$ cat config.mk
export PLATFORM = sky130hd
export DESIGN_NAME = spram_arbiter_flat
export DESIGN_NICKNAME = d
export VERILOG_FILES = /design/src/rtl/spram_arbiter_if.sv /design/src/rtl/spram_arbiter.sv /design/src/flat_wrapper.sv
export SDC_FILE = /design/constraint.sdc
export NUM_CORES = 1
export LEC_CHECK = 0
export CAP_MARGIN = 20
export CORE_UTILIZATION = 34
export DETAILED_ROUTE_END_ITERATION = 16
export PLACE_DENSITY = 0.85
export RECOVER_POWER = 50
export SYNTH_ARGS = -nofsm -noshare
export SYNTH_HDL_FRONTEND = slang
export SYNTH_SLANG_ARGS = --single-unit
$ cat constraint.sdc
create_clock -name i_clk -period 1.1 [get_ports i_clk]
set_input_delay 0.11 -clock i_clk [delete_from_list [all_inputs] [get_ports i_clk]]
set_output_delay 0.11 -clock i_clk [all_outputs]
set_load 0.02 [all_outputs]
$ cat src/rtl/spram_arbiter_if.sv
// Bundle of requester A/B, SPRAM and status signals shared by spram_arbiter and its clients.
// The slave modport is the arbiter's view; master is the client/memory side.
interface spram_arbiter_if #(
   parameter int ADDR_SZ = 14,
   parameter int DATA_SZ = 16
);
   logic               o_ready;

   logic               i_a_req;
   logic               i_a_wr;
   logic [ADDR_SZ-1:0] i_a_addr;
   logic [DATA_SZ-1:0] i_a_wdata;
   logic [3:0]         i_a_wmask;
   logic               o_a_ack;
   logic               o_a_rvalid;
   logic [DATA_SZ-1:0] o_a_rdata;

   logic               i_b_req;
   logic               i_b_wr;
   logic [ADDR_SZ-1:0] i_b_addr;
   logic [DATA_SZ-1:0] i_b_wdata;
   logic [3:0]         i_b_wmask;
   logic               o_b_ack;
   logic               o_b_rvalid;
   logic [DATA_SZ-1:0] o_b_rdata;

   logic               o_mem_cs;
   logic               o_mem_we;
   logic [ADDR_SZ-1:0] o_mem_addr;
   logic [DATA_SZ-1:0] o_mem_wdata;
   logic [3:0]         o_mem_maskwe;
   logic [DATA_SZ-1:0] i_mem_rdata;

   modport slave (
      output o_ready,
      input  i_a_req, i_a_wr, i_a_addr, i_a_wdata, i_a_wmask,
      output o_a_ack, o_a_rvalid, o_a_rdata,
      input  i_b_req, i_b_wr, i_b_addr, i_b_wdata, i_b_wmask,
      output o_b_ack, o_b_rvalid, o_b_rdata,
      output o_mem_cs, o_mem_we, o_mem_addr, o_mem_wdata, o_mem_maskwe,
      input  i_mem_rdata
   );

   modport master (
      input  o_ready,
      output i_a_req, i_a_wr, i_a_addr, i_a_wdata, i_a_wmask,
      input  o_a_ack, o_a_rvalid, o_a_rdata,
      output i_b_req, i_b_wr, i_b_addr, i_b_wdata, i_b_wmask,
      input  o_b_ack, o_b_rvalid, o_b_rdata,
      input  o_mem_cs, o_mem_we, o_mem_addr, o_mem_wdata, o_mem_maskwe,
      output i_mem_rdata
   );
endinterface

$ cat src/rtl/spram_arbiter.sv
// Round-robin arbiter sharing one single-port RAM (1-cycle registered read) between
// two req/ack requesters, with a start-up delay before the first grant.
module spram_arbiter #(
   parameter int INIT_CYCLES = 64,
   parameter int ADDR_SZ     = 14,
   parameter int DATA_SZ     = 16
) (
   input logic              i_clk,
   input logic              i_rst_n,
   spram_arbiter_if.slave   bus
);
   localparam int CNT_W = (INIT_CYCLES > 2) ? $clog2(INIT_CYCLES) : 1;
   localparam logic [CNT_W-1:0] INIT_LAST = (INIT_CYCLES > 0) ? CNT_W'(INIT_CYCLES - 1) : '0;

   typedef enum logic [1:0] {ST_INIT, ST_IDLE, ST_ACCESS} state_e;
   typedef enum logic       {PORT_A, PORT_B} port_e;

   state_e             state_q, state_d;
   logic [CNT_W-1:0]   cnt_q, cnt_d;
   port_e              last_q, last_d;
   port_e              grant;
   logic               ready_q, ready_d;
   logic               a_ack_q, a_ack_d, b_ack_q, b_ack_d;
   logic               a_rvalid_q, a_rvalid_d, b_rvalid_q, b_rvalid_d;
   logic               cs_q, cs_d, we_q, we_d;
   logic [ADDR_SZ-1:0] addr_q, addr_d;
   logic [DATA_SZ-1:0] wdata_q, wdata_d;
   logic [3:0]         mask_q, mask_d;

   // Contention goes to the port that did not win last; a lone requester always wins.
   assign grant = (bus.i_a_req && (!bus.i_b_req || last_q == PORT_B)) ? PORT_A : PORT_B;

   always_comb begin
      // NOTE: every signal gets a default before the case so no path can infer a latch.
      state_d    = state_q;
      cnt_d      = cnt_q;
      last_d     = last_q;
      ready_d    = ready_q;
      a_ack_d    = 1'b0;
      b_ack_d    = 1'b0;
      a_rvalid_d = 1'b0;
      b_rvalid_d = 1'b0;
      cs_d       = 1'b0;
      we_d       = 1'b0;
      addr_d     = addr_q;
      wdata_d    = wdata_q;
      mask_d     = mask_q;

      unique case (state_q)
         ST_INIT: begin
            cnt_d = cnt_q + 1'b1;
            if (INIT_CYCLES == 0 || cnt_q == INIT_LAST) begin
               state_d = ST_IDLE;
               ready_d = 1'b1;
            end
         end
         ST_IDLE: begin
            if (bus.i_a_req || bus.i_b_req) begin
               state_d = ST_ACCESS;
               last_d  = grant;
               cs_d    = 1'b1;
               if (grant == PORT_A) begin
                  a_ack_d = 1'b1;
                  we_d    = bus.i_a_wr;
                  addr_d  = bus.i_a_addr;
                  wdata_d = bus.i_a_wdata;
                  mask_d  = bus.i_a_wmask;
               end else begin
                  b_ack_d = 1'b1;
                  we_d    = bus.i_b_wr;
                  addr_d  = bus.i_b_addr;
                  wdata_d = bus.i_b_wdata;
                  mask_d  = bus.i_b_wmask;
               end
            end
         end
         ST_ACCESS: begin
            // The RAM returns read data one cycle after the command; flag it for the owner.
            state_d    = ST_IDLE;
            a_rvalid_d = !we_q && (last_q == PORT_A);
            b_rvalid_d = !we_q && (last_q == PORT_B);
         end
         default: state_d = ST_INIT;
      endcase
   end

   // NOTE: sequential state uses non-blocking assignments so all registers update together.
   always_ff @(posedge i_clk or negedge i_rst_n) begin
      if (!i_rst_n) begin
         state_q    <= ST_INIT;
         cnt_q      <= '0;
         last_q     <= PORT_B;
         ready_q    <= 1'b0;
         a_ack_q    <= 1'b0;
         b_ack_q    <= 1'b0;
         a_rvalid_q <= 1'b0;
         b_rvalid_q <= 1'b0;
         cs_q       <= 1'b0;
         we_q       <= 1'b0;
         addr_q     <= '0;
         wdata_q    <= '0;
         mask_q     <= '0;
      end else begin
         state_q    <= state_d;
         cnt_q      <= cnt_d;
         last_q     <= last_d;
         ready_q    <= ready_d;
         a_ack_q    <= a_ack_d;
         b_ack_q    <= b_ack_d;
         a_rvalid_q <= a_rvalid_d;
         b_rvalid_q <= b_rvalid_d;
         cs_q       <= cs_d;
         we_q       <= we_d;
         addr_q     <= addr_d;
         wdata_q    <= wdata_d;
         mask_q     <= mask_d;
      end
   end

   assign bus.o_ready      = ready_q;
   assign bus.o_a_ack      = a_ack_q;
   assign bus.o_b_ack      = b_ack_q;
   assign bus.o_a_rvalid   = a_rvalid_q;
   assign bus.o_b_rvalid   = b_rvalid_q;
   assign bus.o_a_rdata    = bus.i_mem_rdata;
   assign bus.o_b_rdata    = bus.i_mem_rdata;
   assign bus.o_mem_cs     = cs_q;
   assign bus.o_mem_we     = we_q;
   assign bus.o_mem_addr   = addr_q;
   assign bus.o_mem_wdata  = wdata_q;
   assign bus.o_mem_maskwe = mask_q;
endmodule
$ cat src/flat_wrapper.sv
// flat-port wrapper written by rule: the top's interface ports become plain ports
module spram_arbiter_flat 
#(
   parameter int INIT_CYCLES = 64,
   parameter int ADDR_SZ     = 14,
   parameter int DATA_SZ     = 16
)
  (i_clk, i_rst_n, bus_o_ready, bus_i_a_req, bus_i_a_wr, bus_i_a_addr, bus_i_a_wdata, bus_i_a_wmask, bus_o_a_ack, bus_o_a_rvalid, bus_o_a_rdata, bus_i_b_req, bus_i_b_wr, bus_i_b_addr, bus_i_b_wdata, bus_i_b_wmask, bus_o_b_ack, bus_o_b_rvalid, bus_o_b_rdata, bus_o_mem_cs, bus_o_mem_we, bus_o_mem_addr, bus_o_mem_wdata, bus_o_mem_maskwe, bus_i_mem_rdata);
  spram_arbiter_if #(.ADDR_SZ(ADDR_SZ), .DATA_SZ(DATA_SZ)) bus_i ();
  input logic i_clk;
  input logic i_rst_n;
  output wire logic [$bits(bus_i.o_ready)-1:0] bus_o_ready;
  input wire logic [$bits(bus_i.i_a_req)-1:0] bus_i_a_req;
  input wire logic [$bits(bus_i.i_a_wr)-1:0] bus_i_a_wr;
  input wire logic [$bits(bus_i.i_a_addr)-1:0] bus_i_a_addr;
  input wire logic [$bits(bus_i.i_a_wdata)-1:0] bus_i_a_wdata;
  input wire logic [$bits(bus_i.i_a_wmask)-1:0] bus_i_a_wmask;
  output wire logic [$bits(bus_i.o_a_ack)-1:0] bus_o_a_ack;
  output wire logic [$bits(bus_i.o_a_rvalid)-1:0] bus_o_a_rvalid;
  output wire logic [$bits(bus_i.o_a_rdata)-1:0] bus_o_a_rdata;
  input wire logic [$bits(bus_i.i_b_req)-1:0] bus_i_b_req;
  input wire logic [$bits(bus_i.i_b_wr)-1:0] bus_i_b_wr;
  input wire logic [$bits(bus_i.i_b_addr)-1:0] bus_i_b_addr;
  input wire logic [$bits(bus_i.i_b_wdata)-1:0] bus_i_b_wdata;
  input wire logic [$bits(bus_i.i_b_wmask)-1:0] bus_i_b_wmask;
  output wire logic [$bits(bus_i.o_b_ack)-1:0] bus_o_b_ack;
  output wire logic [$bits(bus_i.o_b_rvalid)-1:0] bus_o_b_rvalid;
  output wire logic [$bits(bus_i.o_b_rdata)-1:0] bus_o_b_rdata;
  output wire logic [$bits(bus_i.o_mem_cs)-1:0] bus_o_mem_cs;
  output wire logic [$bits(bus_i.o_mem_we)-1:0] bus_o_mem_we;
  output wire logic [$bits(bus_i.o_mem_addr)-1:0] bus_o_mem_addr;
  output wire logic [$bits(bus_i.o_mem_wdata)-1:0] bus_o_mem_wdata;
  output wire logic [$bits(bus_i.o_mem_maskwe)-1:0] bus_o_mem_maskwe;
  input wire logic [$bits(bus_i.i_mem_rdata)-1:0] bus_i_mem_rdata;
  assign bus_o_ready = bus_i.o_ready;
  assign bus_i.i_a_req = bus_i_a_req;
  assign bus_i.i_a_wr = bus_i_a_wr;
  assign bus_i.i_a_addr = bus_i_a_addr;
  assign bus_i.i_a_wdata = bus_i_a_wdata;
  assign bus_i.i_a_wmask = bus_i_a_wmask;
  assign bus_o_a_ack = bus_i.o_a_ack;
  assign bus_o_a_rvalid = bus_i.o_a_rvalid;
  assign bus_o_a_rdata = bus_i.o_a_rdata;
  assign bus_i.i_b_req = bus_i_b_req;
  assign bus_i.i_b_wr = bus_i_b_wr;
  assign bus_i.i_b_addr = bus_i_b_addr;
  assign bus_i.i_b_wdata = bus_i_b_wdata;
  assign bus_i.i_b_wmask = bus_i_b_wmask;
  assign bus_o_b_ack = bus_i.o_b_ack;
  assign bus_o_b_rvalid = bus_i.o_b_rvalid;
  assign bus_o_b_rdata = bus_i.o_b_rdata;
  assign bus_o_mem_cs = bus_i.o_mem_cs;
  assign bus_o_mem_we = bus_i.o_mem_we;
  assign bus_o_mem_addr = bus_i.o_mem_addr;
  assign bus_o_mem_wdata = bus_i.o_mem_wdata;
  assign bus_o_mem_maskwe = bus_i.o_mem_maskwe;
  assign bus_i.i_mem_rdata = bus_i_mem_rdata;
  spram_arbiter #(.INIT_CYCLES(INIT_CYCLES), .ADDR_SZ(ADDR_SZ), .DATA_SZ(DATA_SZ)) u_core (.i_clk(i_clk), .i_rst_n(i_rst_n), .bus(bus_i));
endmodule
---- Word-level counts from Yosys, hierarchy flattened ----
Cells that the tools add are included.
cells by class
  mux-type cells .......................... 19
  reduce and logical (&&, ||, !) cells .... 11
  bitwise logic cells ..................... 1
  add/subtract/negate cells ............... 1
  divide/modulo/power cells ............... 0
  order comparisons ....................... 0
  shifts and indexed selects .............. 0
  $mul .................................... 0
  equality and inequality tests ........... 5
operators by type and width
  cell                                                                     count
  16-bit 2-to-1 mux                                                        1
  14-bit 2-to-1 mux                                                        1
  1-bit 2-to-1 mux                                                         13
  6-bit by 1-bit adder with 6-bit output, second input constant            1
  6-bit equality test, second input constant                               1
  2-bit one-hot mux with 3 select lines                                    1
  2-bit AND reduction                                                      3
  2-bit 2-to-1 mux                                                         2
  4-bit 2-to-1 mux                                                         1
  2-bit by 1-bit inequality test with 1-bit output, second input constant  2
  1-bit logical AND                                                        3
  2-bit by 1-bit equality test with 1-bit output, second input constant    1
  2-bit equality test, second input constant                               1
  1-bit logical NOT                                                        2
  2-bit logical NOT                                                        1
  1-bit logical OR                                                         2
  1-bit inverter                                                           1
word-level totals
  memory bits (writable) .................. 0
  word-level logic and storage cells ...... 50
  memories ................................ 0
  bits in read-only memories .............. 0
  output and inout port bits .............. 73
  input port bits ......................... 90
  flip-flop bits (word level) ............. 50
  bits in latches ......................... 0

---- Logic depth before layout (Yosys ltp) ----
  depth after elaboration ................. 6
  depth in mapped cells ................... 6
  mapped depth without buffers ............ 4

---- Worst setup path after synthesis ----
OpenSTA, ideal clock, no wires.
  path kind ............................... flip-flop to flip-flop
  from .................................... register u_core.last_q
  to ...................................... register u_core.addr_q[13] (netlist: u_core.bus.o_mem_addr[13])
  slack ................................... -0.122 ns
  required time ........................... 1.018 ns
  path buffers ............................ 2
  stages on the path, launching flop included .. 6
  clock period less this slack ............ 1.222 ns
  library setup time ...................... 0.082 ns
  arrival ................................. 1.140 ns
  cells stage by stage .................... dfstp_2 > nand2b_1 > buf_4 > buf_4 > nand3_1 > a31oi_1
between the ends
  cells in the longest elaborated chain, start to end .. 3
RTL lines
  what                    RTL line              RTL
  from (decl)             spram_arbiter.sv:20   port_e last_q, last_d;
  from (signal assigned)  spram_arbiter.sv:106  last_q <= last_d;
  1-bit logical OR        spram_arbiter.sv:31   assign grant = (bus.i_a_req && (!bus.i_b_req || last_q == PORT_B)) ? PORT_A : PORT_B;
  1-bit logical AND       spram_arbiter.sv:31
  14-bit 2-to-1 mux       spram_arbiter.sv:62   if (grant == PORT_A) begin
  to (signal assigned)    spram_arbiter.sv:114  addr_q <= addr_d;
  to (decl)               spram_arbiter.sv:26   logic [ADDR_SZ-1:0] addr_q, addr_d;
Every way passes these cells.
A chain may end at the register's enable or synchronous reset.

---- Worst setup path after layout ----
  from .................................... register u_core.last_q
  to ...................................... register u_core.addr_q[12] (netlist: u_core.bus.o_mem_addr[12])
Same word-level chain as after synthesis.

==> run metrics <==
outcome complete, but fails checks; failing checks negative setup slack; antenna viol nets, final 0; RSZ-0062 raised after global routing true; CTS tree built; Tmin final 1.269 ns; Fillers 674; cell taking the most area after synthesis dfrtp_1; cells after synthesis 277; Final Hold Fails 0; Reg clk slew, reported paths 0.10 ns; design area 3915 µm²; Via density 5.282; die span in y 90.06 µm; total number of vias 2514; Rows 31; Post-Syn Nets 368; f_max 0.7881 GHz; peak supply drop 1.055 mV; CP max stage cell dfstp_2; critical path type reg2reg; Synth Warn # 0; Worst Setup Slack, final -0.1689 ns; Die Area 8110 µm²; post-synth top area share 0.4651; Max Root-Sink Buffers 2; CP max stage delay 0.57 ns; Worst-Skew Late Latency 0.30 ns; CTS HTree Levels 2; EDFF count, synth 0; drt wl/cell 16.69 µm; CP Buf/Inv Count 1; start point of the critical path u_core.last_q; required time of the critical path 1.29 ns; area fraction in compound gates after synthesis 0.2259; Reg-to-Reg Start u_core.last_q; setup_tns -4.668 ns; Slew headroom 0.5344; most frequent cells in the layout clkdlybuf4s50_1 (71), dfrtp_1 (48), nand3_1 (36), a21oi_1 (34), a31oi_1 (34); GRT Total Usage 0.1986; initial antenna violation count 0; core box area 7370 µm²; Cell Pwr Density 2556 nW/µm²; Worst Path Max Fanout 14; CP delay by family, top flip-flops; ys flop type dfrtp_1; First DRT Iteration DRCs 66; share of cells above drive strength 1 0.2573; total wire length 7.944 mm; adder-cell share of the synthesized area 0.004746; number of CTS-inserted buffers 5; area share of and/or/nand/nor cells after synthesis 0.1082; root buf cell clkbuf_8; CP startpoint kind flip-flop; Post-Synth XOR/XNOR Area 0.01661; sequential area share after synthesis 0.4751; flops & latches, synth 50; synthesized area per cell 9.517 µm²; crit-path cells nor2b_2, buf_4, o21ai_0, a31oi_1; max-cap violations 0; vias in the first global route 2570; DRC 0; Pwr Total 10.01 mW; DIE WIDTH 90.06 µm; # clock sinks 50; Distinct cells, synth 29; Port Buf Inserts 114; grt ovf 0; fraction of registers with async set/reset 1.000; mux contribution to synthesized area 0.004271; Placed Area 3717 µm²; diode count 0; Nets 467; DP HPWL 5.226 mm; commonest non-fill, non-tap cell in the layout clkdlybuf4s50_1; synth top area cells dfrtp_1 (47%), buf_4 (10%), a31oi_1 (8.1%), a21oi_1 (7.2%), nand3_1 (6.8%); Final GP Congestion 0.7221; Hold/Removal Path Class in2out; Max Transition Viols Final 0; final setup fails 42; Ports 163; initial core utilization 0.3577; largest net degree at the start of global routing 51; DP Worst Slack -0.3718 ns; min-delay src bus_i_mem_rdata[13]; Worst Tran Pin Value 0.6984 ns; largest family of logic cells by synthesized area compound AO/OA/AOI/OAI gates; Mapped Area 2636 µm²; Arr. time, crit path 1.45 ns; drt first pass iters 4; first-pass GRT wire length 12.99 mm; LEAKAGE 1.625 nW; CP Capture Type flip-flop; period utilisation layout 1.154; Setup Skew 0.01067 ns; layout overhead on the synthesized area 48.50%
[synth_stat cells (2+ instances only)]
master    instances
clkbuf_1          3
buf_4            36
nand4_1           3
buf_2            10
a21oi_1          38
dfrtp_1          49
buf_6             8
nor2b_2           2
a31oi_1          34
o21ai_0          35
and3_1            2
nand3_1          36
inv_1             2
xnor2_1           4
[metal layers]
| layer | part of all wire | up-vias | routed length [µm] | track usage |
|---|---|---|---|---|
| met3 | 0.063 | 29 | 504 | 0.04146 |
| met4 | 0.026 | 0 | 203 | 0.06855 |
| met1 | 0.41 | 1210 | 3243 | 0.2370 |
| met5 | 0 | - | 0 | 0 |
| li1 | - | 1168 | - | - |
| met2 | 0.50 | 107 | 3993 | 0.3524 |
[timing repair]
action | CTS | global route
pin swaps | 5 | 7
setup buffers | 4 | 3
endpoints found under the hold margin | 49 | 0
gates resized for setup | 125 | 40
hold buffers | 1 | 0
endpoints found under the setup margin | 84 | 75
gates cloned | 3 | 0
[logic make-up (layout without fill, tap and decap cells)]
kind of cell / Yosys count / count (layout)
buf+inv: 60 / 160
xor+xnor: 5 / 5
flops: 50 / 50
mux: 1 / 1
simple gates: 51 / 51
compound gates: 109 / 109
fa+ha+maj: 1 / 1
[registers in the layout (all words and copies together) (netlist names)]
name                     flops
u_core.bus.o_mem_we          1
u_core.bus.o_a_ack           1
u_core.bus.o_b_ack           1
u_core.bus.o_mem_cs          1
u_core.state_q               2
u_core.bus.o_a_rvalid        1
u_core.cnt_q                 6
u_core.bus.o_mem_maskwe      4
u_core.bus.o_mem_addr       14
u_core.last_q                1
u_core.bus.o_ready           1
u_core.bus.o_b_rvalid        1
u_core.bus.o_mem_wdata      16
[power breakdown]
part | internal [mW] | switching [mW] | total, mW
registers | 2.72 | 0.528 | 3.25
clock network | 0.680 | 0.619 | 1.30
logic | 2.50 | 2.96 | 5.45
[cell type report]
cell class | count | area (µm²) | area share
sequential | 50 | 1254 | 0.3202
clock buffer | 6 | 72.57 | 0.01854
timing repair inverter | 2 | 17.52 | 0.004474
tap | 99 | 123.9 | 0.03164
inverter | 3 | 23.77 | 0.006072
multi-input combinational | 167 | 1010 | 0.2579
timing repair buffer | 147 | 1376 | 0.3516
clock inverter | 2 | 37.54 | 0.009588
[path summary, 6_finish.rpt]
check | endpoint | slack, ns | cells past startpoint
hold reg to reg | u_core.cnt_q[4] | 0.48 | 1
min in group asynchronous | u_core.bus.o_ready | 0.47 | 3
max in group asynchronous | u_core.state_q[1] | 0.10 | 3
setup reg to reg | u_core.bus.o_mem_addr[12] | -0.17 | 4
hold / removal | bus_o_a_rdata[13] | 0.22 | 0
setup / recovery | u_core.bus.o_mem_addr[12] | -0.17 | 4
[metrics by stage]
stage	hold slack (ns)	std cells	util
2_1_floorplan	-0.1856	277	-
3_3_place_gp	0.1142	457	0.5044
3_5_place_dp	0.1190	457	0.5044
4_1_cts	0.2202	473	0.5441
5_1_grt	0.2200	476	0.5312
6_report	0.2200	476	0.5312
(Power assumes the default switching activity.)
